## src/rtl/regfile_param.sv

```systemverilog
// Parametrised register file: NREAD combinational read ports, one synchronous write port,
// hardwired-zero entry, optional write-to-read bypass and a post-reset index-fill sequencer.
module regfile_param #(
    parameter int unsigned WIDTH    = 64,
    parameter int unsigned NREGS    = 32,
    parameter int unsigned AW       = $clog2(NREGS),
    parameter int unsigned NREAD    = 2,
    parameter int unsigned ZERO_REG = NREGS - 1,
    parameter bit          BYPASS   = 1'b0
) (
    input  logic                   clk,
    input  logic                   reset,
    input  logic                   we3,
    input  logic [AW-1:0]          wa3,
    input  logic [WIDTH-1:0]       wd3,
    input  logic [NREAD*AW-1:0]    ra,
    output logic [NREAD*WIDTH-1:0] rd,
    output logic                   ready
);

    // One extra bit so the range check also works when NREGS is a power of two.
    localparam logic [AW:0]   NumRegsExt = (AW + 1)'(NREGS);
    localparam logic [AW-1:0] ZeroIdx    = AW'(ZERO_REG);
    localparam logic [AW-1:0] LastIdx    = AW'(NREGS - 1);

    typedef enum logic {StInit, StRun} state_e;

    state_e           state_q, state_d;
    logic [AW-1:0]    cnt_q, cnt_d;
    logic             ready_q, ready_d;
    logic [WIDTH-1:0] mem_q [NREGS];

    logic             wr_en;
    logic [AW-1:0]    wr_addr;
    logic [WIDTH-1:0] wr_data;
    logic [AW-1:0]    ra_idx [NREAD];

    always_comb begin
        state_d = state_q;
        cnt_d   = cnt_q;
        ready_d = ready_q;
        wr_en   = 1'b0;
        wr_addr = wa3;
        wr_data = wd3;
        unique case (state_q)
            StInit: begin
                wr_en   = 1'b1;
                wr_addr = cnt_q;
                wr_data = (cnt_q == ZeroIdx) ? '0 : WIDTH'(cnt_q);
                if (cnt_q == LastIdx) begin
                    state_d = StRun;
                    ready_d = 1'b1;
                end else begin
                    cnt_d = cnt_q + AW'(1);
                end
            end
            StRun: begin
                // An unknown we3 falls through to no write.
                if (we3 && (wa3 != ZeroIdx) && ({1'b0, wa3} < NumRegsExt)) begin
                    wr_en = 1'b1;
                end
            end
        endcase
    end

    always_ff @(posedge clk) begin
        if (reset) begin
            state_q <= StInit;
            cnt_q   <= '0;
            ready_q <= 1'b0;
        end else begin
            state_q <= state_d;
            cnt_q   <= cnt_d;
            ready_q <= ready_d;
        end
    end

    always_ff @(posedge clk) begin
        if (!reset && wr_en) begin
            mem_q[wr_addr] <= wr_data;
        end
    end

    always_comb begin
        for (int i = 0; i < int'(NREAD); i++) begin
            ra_idx[i] = ra[i*AW +: AW];
        end
    end

    always_comb begin
        rd = '0;
        for (int i = 0; i < int'(NREAD); i++) begin
            if (ready_q && (ra_idx[i] != ZeroIdx) && ({1'b0, ra_idx[i]} < NumRegsExt)) begin
                // ra_idx is known non-zero-reg here, so a matching wa3 is too.
                if (BYPASS && we3 && (wa3 == ra_idx[i])) begin
                    rd[i*WIDTH +: WIDTH] = wd3;
                end else begin
                    rd[i*WIDTH +: WIDTH] = mem_q[ra_idx[i]];
                end
            end
        end
    end

    assign ready = ready_q;

endmodule

```

## config.mk

```make
export PLATFORM = sky130hd
export DESIGN_NAME = regfile_param
export DESIGN_NICKNAME = d
export VERILOG_FILES = /design/src/rtl/regfile_param.sv
export SDC_FILE = /design/constraint.sdc
export NUM_CORES = 2
export LEC_CHECK = 0
export CORE_MARGIN = 3
export CORE_UTILIZATION = 45
export DETAILED_ROUTE_END_ITERATION = 7
export PLACE_DENSITY = 0.67
export SYNTH_ARGS = -nofsm -noshare
export SYNTH_HDL_FRONTEND = slang
export SYNTH_SLANG_ARGS = --single-unit
export TNS_END_PERCENT = 20
```

## constraint.sdc

```tcl
create_clock -name clk -period 6.6 [get_ports clk]
set_input_delay 0.99 -clock clk [delete_from_list [all_inputs] [get_ports clk]]
set_output_delay 0.99 -clock clk [all_outputs]
set_load 0.01 [all_outputs]
```

Word-level counts from Yosys, hierarchy flattened:

Memories as Yosys holds them, arrays and structs flattened.
Cells that the tools add are included.

* register bits after elaboration: 7
* bits in writable memories: 2048
* bits of input ports: 82
* output and inout port bits: 129
* word-level logic and storage cells: 29
* memories kept: 1

Memories
* mem_q: depth 32, width 64, read ports 2, clocked after Yosys merged registers in 0, wr ports 1, RTL line 31 `logic [WIDTH-1:0] mem_q [NREGS];`

* add/sub/neg operators: 1
* equal/unequal tests: 4
* muxes and demuxes: 11
* bitwise operators: 2
* reductions and logical operators: 7

Operators by type and width (count)
* 64-bit 2-to-1 mux: 3
* 5-bit != test (second input constant): 3
* 5-bit 2-to-1 mux: 2
* 5-bit by 1-bit adder with 5-bit output (second input constant): 1
* 5-bit == test (second input constant): 1
* 1-bit 2-to-1 mux: 5
* 1-bit logical AND: 4
* 2-bit AND reduction: 2
* 1-bit inverter: 2
* 1-bit case mux with 2 select lines: 1
* 1-bit logical NOT: 1

Longest topological paths before layout:

* depth in word-level cells: 7
* gate-level depth with buffers: 9
* mapped depth without buffers: 8

Least setup slack after synthesis:

No wires, ideal clock.

* path kind: input port to flip-flop
* start: input reset
* end: memory mem_q[0][0], enable pin
* setup time: 0.486 ns
* data arrival time: 4.188 ns
* required time: 6.114 ns
* setup slack: 1.925 ns
* cell stages on the path: 4
* buffers on the path: 1
* cell sequence: clkbuf_1 nor2b_1 nand2_1 nor2_1

* longest elaborated chain between the ends: 4

Ends and longest elaborated chain
* start, declared: RTL line 12 `input logic reset,`
* 1-bit logical NOT: RTL line 79 `if (!reset && wr_en) begin`
* 1-bit logical AND: RTL line 79
* 1-bit 2-to-1 mux: RTL line 79
* 1-bit 2-to-1 mux (implied by the code): RTL line 80 `mem_q[wr_addr] <= wr_data;`
* end, declared: RTL line 31

No other way between the ends.

Worst setup path in the final report:

* start: input ra[8]
* end: output rd[104]

* longest elaborated chain between the ends: 3
* elaborated cells between the ends (all ways): 4
* those cells by class: eq/ne (1); mux (1); reduce/logical (1); memory (1)

Ends and longest elaborated chain
* start, declared: RTL line 16 `input logic [NREAD*AW-1:0] ra,`
* parallel branches: the longest is 2 deep, another holds memory 32 x 64 bit
* 64-bit 2-to-1 mux (*): RTL line 93 `if (ready_q && (ra_idx[i] != ZeroIdx) && ({1'b0, ra_idx[i]} < NumRegsExt)) begin`
* end, declared: RTL line 17 `output logic [NREAD*WIDTH-1:0] rd,`

Mark *: on every way between the ends.

==> flow_summary.ini <==
[critical_path]
r2r-end = mem_q[10][21]
crit_family = buffers and inverters
slowest_stage = clkdlybuf4s50_1
cp_num_buf_inv = 6
critical_path_required_ns = 5.61
ff2ff_setup_slack_ns = 2.19
worstSetupPathDepth = 9
end_kind = output pin
critical_path.startpoint = ra[8]
crit_top_cell = buf_4
reg2reg_from = state_q
cp_max_fo = 33
max_stage_delay_ns = 0.81
critPathKind = input pin to output pin
critPathArrivalTime_ns = 4.89
ff2ff_path_depth = 5
crit_path_end = rd[104]
startpoint_type = input pin
cp_cell_sequence = clkdlybuf4s50_1, buf_4, nor2b_4, buf_12, buf_4, a21oi_1, a211oi_1, buf_4, clkdlybuf4s50_1

[clock_tree]
hold_buffers = 0
clk_transition_reported_paths_ns = 0.06
insertion_delay_ns = 0.86
clock_path_buffers = 3
cts_resized = 0
root_buffer = clkbuf_16
cts_tree = yes
cts_setup_buffers = 0
clock-sinks = 2055
htreeDepth = 4
cts_made_buffers = 213

[sta]
tightest_slew_ns = 1.329
maxSlewHeadroom_pct = 11.18
drv_slew = 0
hold_ws_ns = 0.5513
period_share_pct = 89.03
final.setup.tns_ns = 0
hold_viol_final = 0
grt_setup_unrepaired = false
period_needed_ns = 5.876
setup_viol = 0
fmax_ghz = 0.1702
clock_skew_ns = 0.03599

[floorplanning]
die_area_um2 = 215400
io_pins = 211
core_area_um2 = 207900
start_util_pct = 45.42
num_rows = 167
dieWidth_um = 464.1
die_h_um = 464.1

[flow_run]
cap_violations = 0

[global_route]
grt_pass1_vias = 56700
track_usage_pct = 26.79
grt_overflow = 0
grt_max_degree = 102
grt_pass1_wl_um = 415100
antenna_found_initial = 12

[synthesis]
synth_xor_area_share_pct = 0.02783
synth_area_per_cell_um2 = 19.58
synth_edf_count = 2048
ys_warn_count = 0
synth_top_family_by_area = multiplexers
synth_top_flop_cell = edfxtp_1
ys_types = 41
async_reset_ff_share_pct = 0
synth_top_area_share_pct = 65.13
syn_area_um2 = 94430
synth_fa_ha_area_share_pct = 0.03975
synth.area.top_cells = edfxtp_1, mux4_2, mux2i_1, a22o_1, o221ai_1
ys_ff_latch = 2055
yosys.area.top_type = edfxtp_1
synth_compound_area_share_pct = 7.639
synth-simple-area-share_pct = 0.7593
synthCells = 4823
ys_seq_area_share_pct = 65.28
muxShareOfSynthArea_pct = 23.83
syn_nets = 4908

[layout]
drive_gt1_share_pct = 26.91
area_growth_pct = 13.75
nets = 5152
final_core_util_pct = 51.66
fillers = 16250

[detailed_routing]
ant_nets = 0
drt_iter0_drc = 7736
wl_um = 292400
first_pass_iters = 8
vias = 55270
post_drt_wl_per_cell_um = 36.37
via_per_inst = 6.873
drc = 0

[place]
numPortBuffers = 210
globalplace.congestion = 0.8050
dp_hpwl_um = 164800

[pwr]
powerDensity_nw_per_um2 = 259.9
leakage_nw = 33.60
peakVddDrop_mv = 0.2823

[hold_path]
hp-class = register to register

[outcome]
status = finished, final reports clean
worst register-to-register path, stage by stage (launching register included):
cell,delay [ns]
dfxtp_4,0.81
buf_4,0.83
mux2i_1,0.48
nand2_1,0.33
nor2_4,1.04
buf_4,0.54
power breakdown:
group,internal (W),switching [W]
Sequential,0.0143,0.0000339
Combinational,0.000843,0.00110
Clock,0.00653,0.00515
Total,0.0216,0.00629
placed cells by master (no fill, tap or decap), types with 5 or more instances in the layout:
| cell type | instances |
|---|---|
| inv_1 | 6 |
| a2111oi_0 | 47 |
| clkbuf_16 | 214 |
| clkdlybuf4s50_1 | 202 |
| a2111oi_2 | 54 |
| o22ai_1 | 128 |
| dfxtp_1 | 6 |
| mux2i_1 | 518 |
| diode_2 | 6 |
| nor2_1 | 9 |
| clkinv_2 | 39 |
| o221ai_1 | 127 |
| a2111oi_1 | 26 |
| and2_1 | 59 |
| mux4_2 | 768 |
| a22oi_1 | 127 |
| a21oi_1 | 130 |
| clkinvlp_4 | 5 |
| clkbuf_1 | 60 |
| bufinv_16 | 14 |
| edfxtp_1 | 2048 |
| buf_4 | 174 |
| clkinv_8 | 7 |
| nand2_1 | 21 |
| a22o_1 | 128 |
| a211oi_1 | 124 |
| inv_6 | 6 |
| nor2_4 | 34 |
| clkinv_1 | 43 |
| buf_12 | 64 |
cell usage after synthesis (3+ instances only):
master / count
a22oi_1: 127
a2111oi_1: 26
dfxtp_1: 7
o221ai_1: 127
nand3_1: 4
o32ai_1: 3
ha_1: 3
xnor2_1: 3
mux2i_1: 518
mux4_2: 768
a211oi_2: 4
nand2_1: 21
buf_1: 15
buf_6: 40
edfxtp_1: 2048
a211oi_1: 124
clkbuf_4: 5
o31ai_1: 3
buf_4: 78
a22o_1: 128
and2_1: 59
o22ai_1: 128
nor2_1: 42
clkbuf_1: 215
nand3b_1: 3
a2111oi_0: 47
a21oi_1: 130
buf_2: 66
nor2b_1: 6
inv_1: 6
a2111oi_2: 54
through the flow:
step                      instance area, µm²  worst slack [ns]  power (W)  cells
after floorplan                        94430             1.925    0.01587   4823
after global placement                100700            0.7227    0.01648   7640
after detailed placement              100700            0.6691    0.01650   7640
after CTS                             107400            0.6742    0.02803   8035
after global routing                  107400            0.5130    0.02866   8038
final                                 107400            0.7238    0.02791   8041
logic make-up after synthesis:
logic type | Yosys count
flops | 2055
mux | 1288
compound gates | 909
buf+inv | 425
simple gates | 140
xor+xnor | 3
fa+ha+maj | 3
layer usage:
metal	track usage (%)	up-vias	wire, µm
met2	42.82	3348	140100
li1	-	21720	-
met5	0	-	27
met1	36.51	29600	110800
met3	5.447	597	30020
met4	9.910	4	11470
flip-flops by register name (all words and copies together) (netlist names):
register  count
cnt_q         5
mem_q      2048
ready         1
state_q       1
cell type report:
cell class,instances,area [µm²],share of cell area (%)
clock inverter,121,1110,1.033
multi-input combinational,2343,30830,28.71
inverter,6,22.52,0.02097
clock buffer,274,5580,5.195
timing repair buffer,448,4720,4.394
sequential,2055,61640,57.39
antenna,6,15.01,0.01398
tap,2788,3488,3.248
worst min-delay path by stage:
stage / start / to / depth (start not counted)
after floorplan: cnt_q[1] / cnt_q[1] / 2
after global placement: cnt_q[1] / cnt_q[1] / 2
after detailed placement: cnt_q[1] / cnt_q[1] / 2
after CTS: cnt_q[1] / cnt_q[1] / 2
after global routing: cnt_q[1] / cnt_q[1] / 2
final: cnt_q[1] / cnt_q[1] / 2
Note: power is estimated with default switching activity, not from simulation.
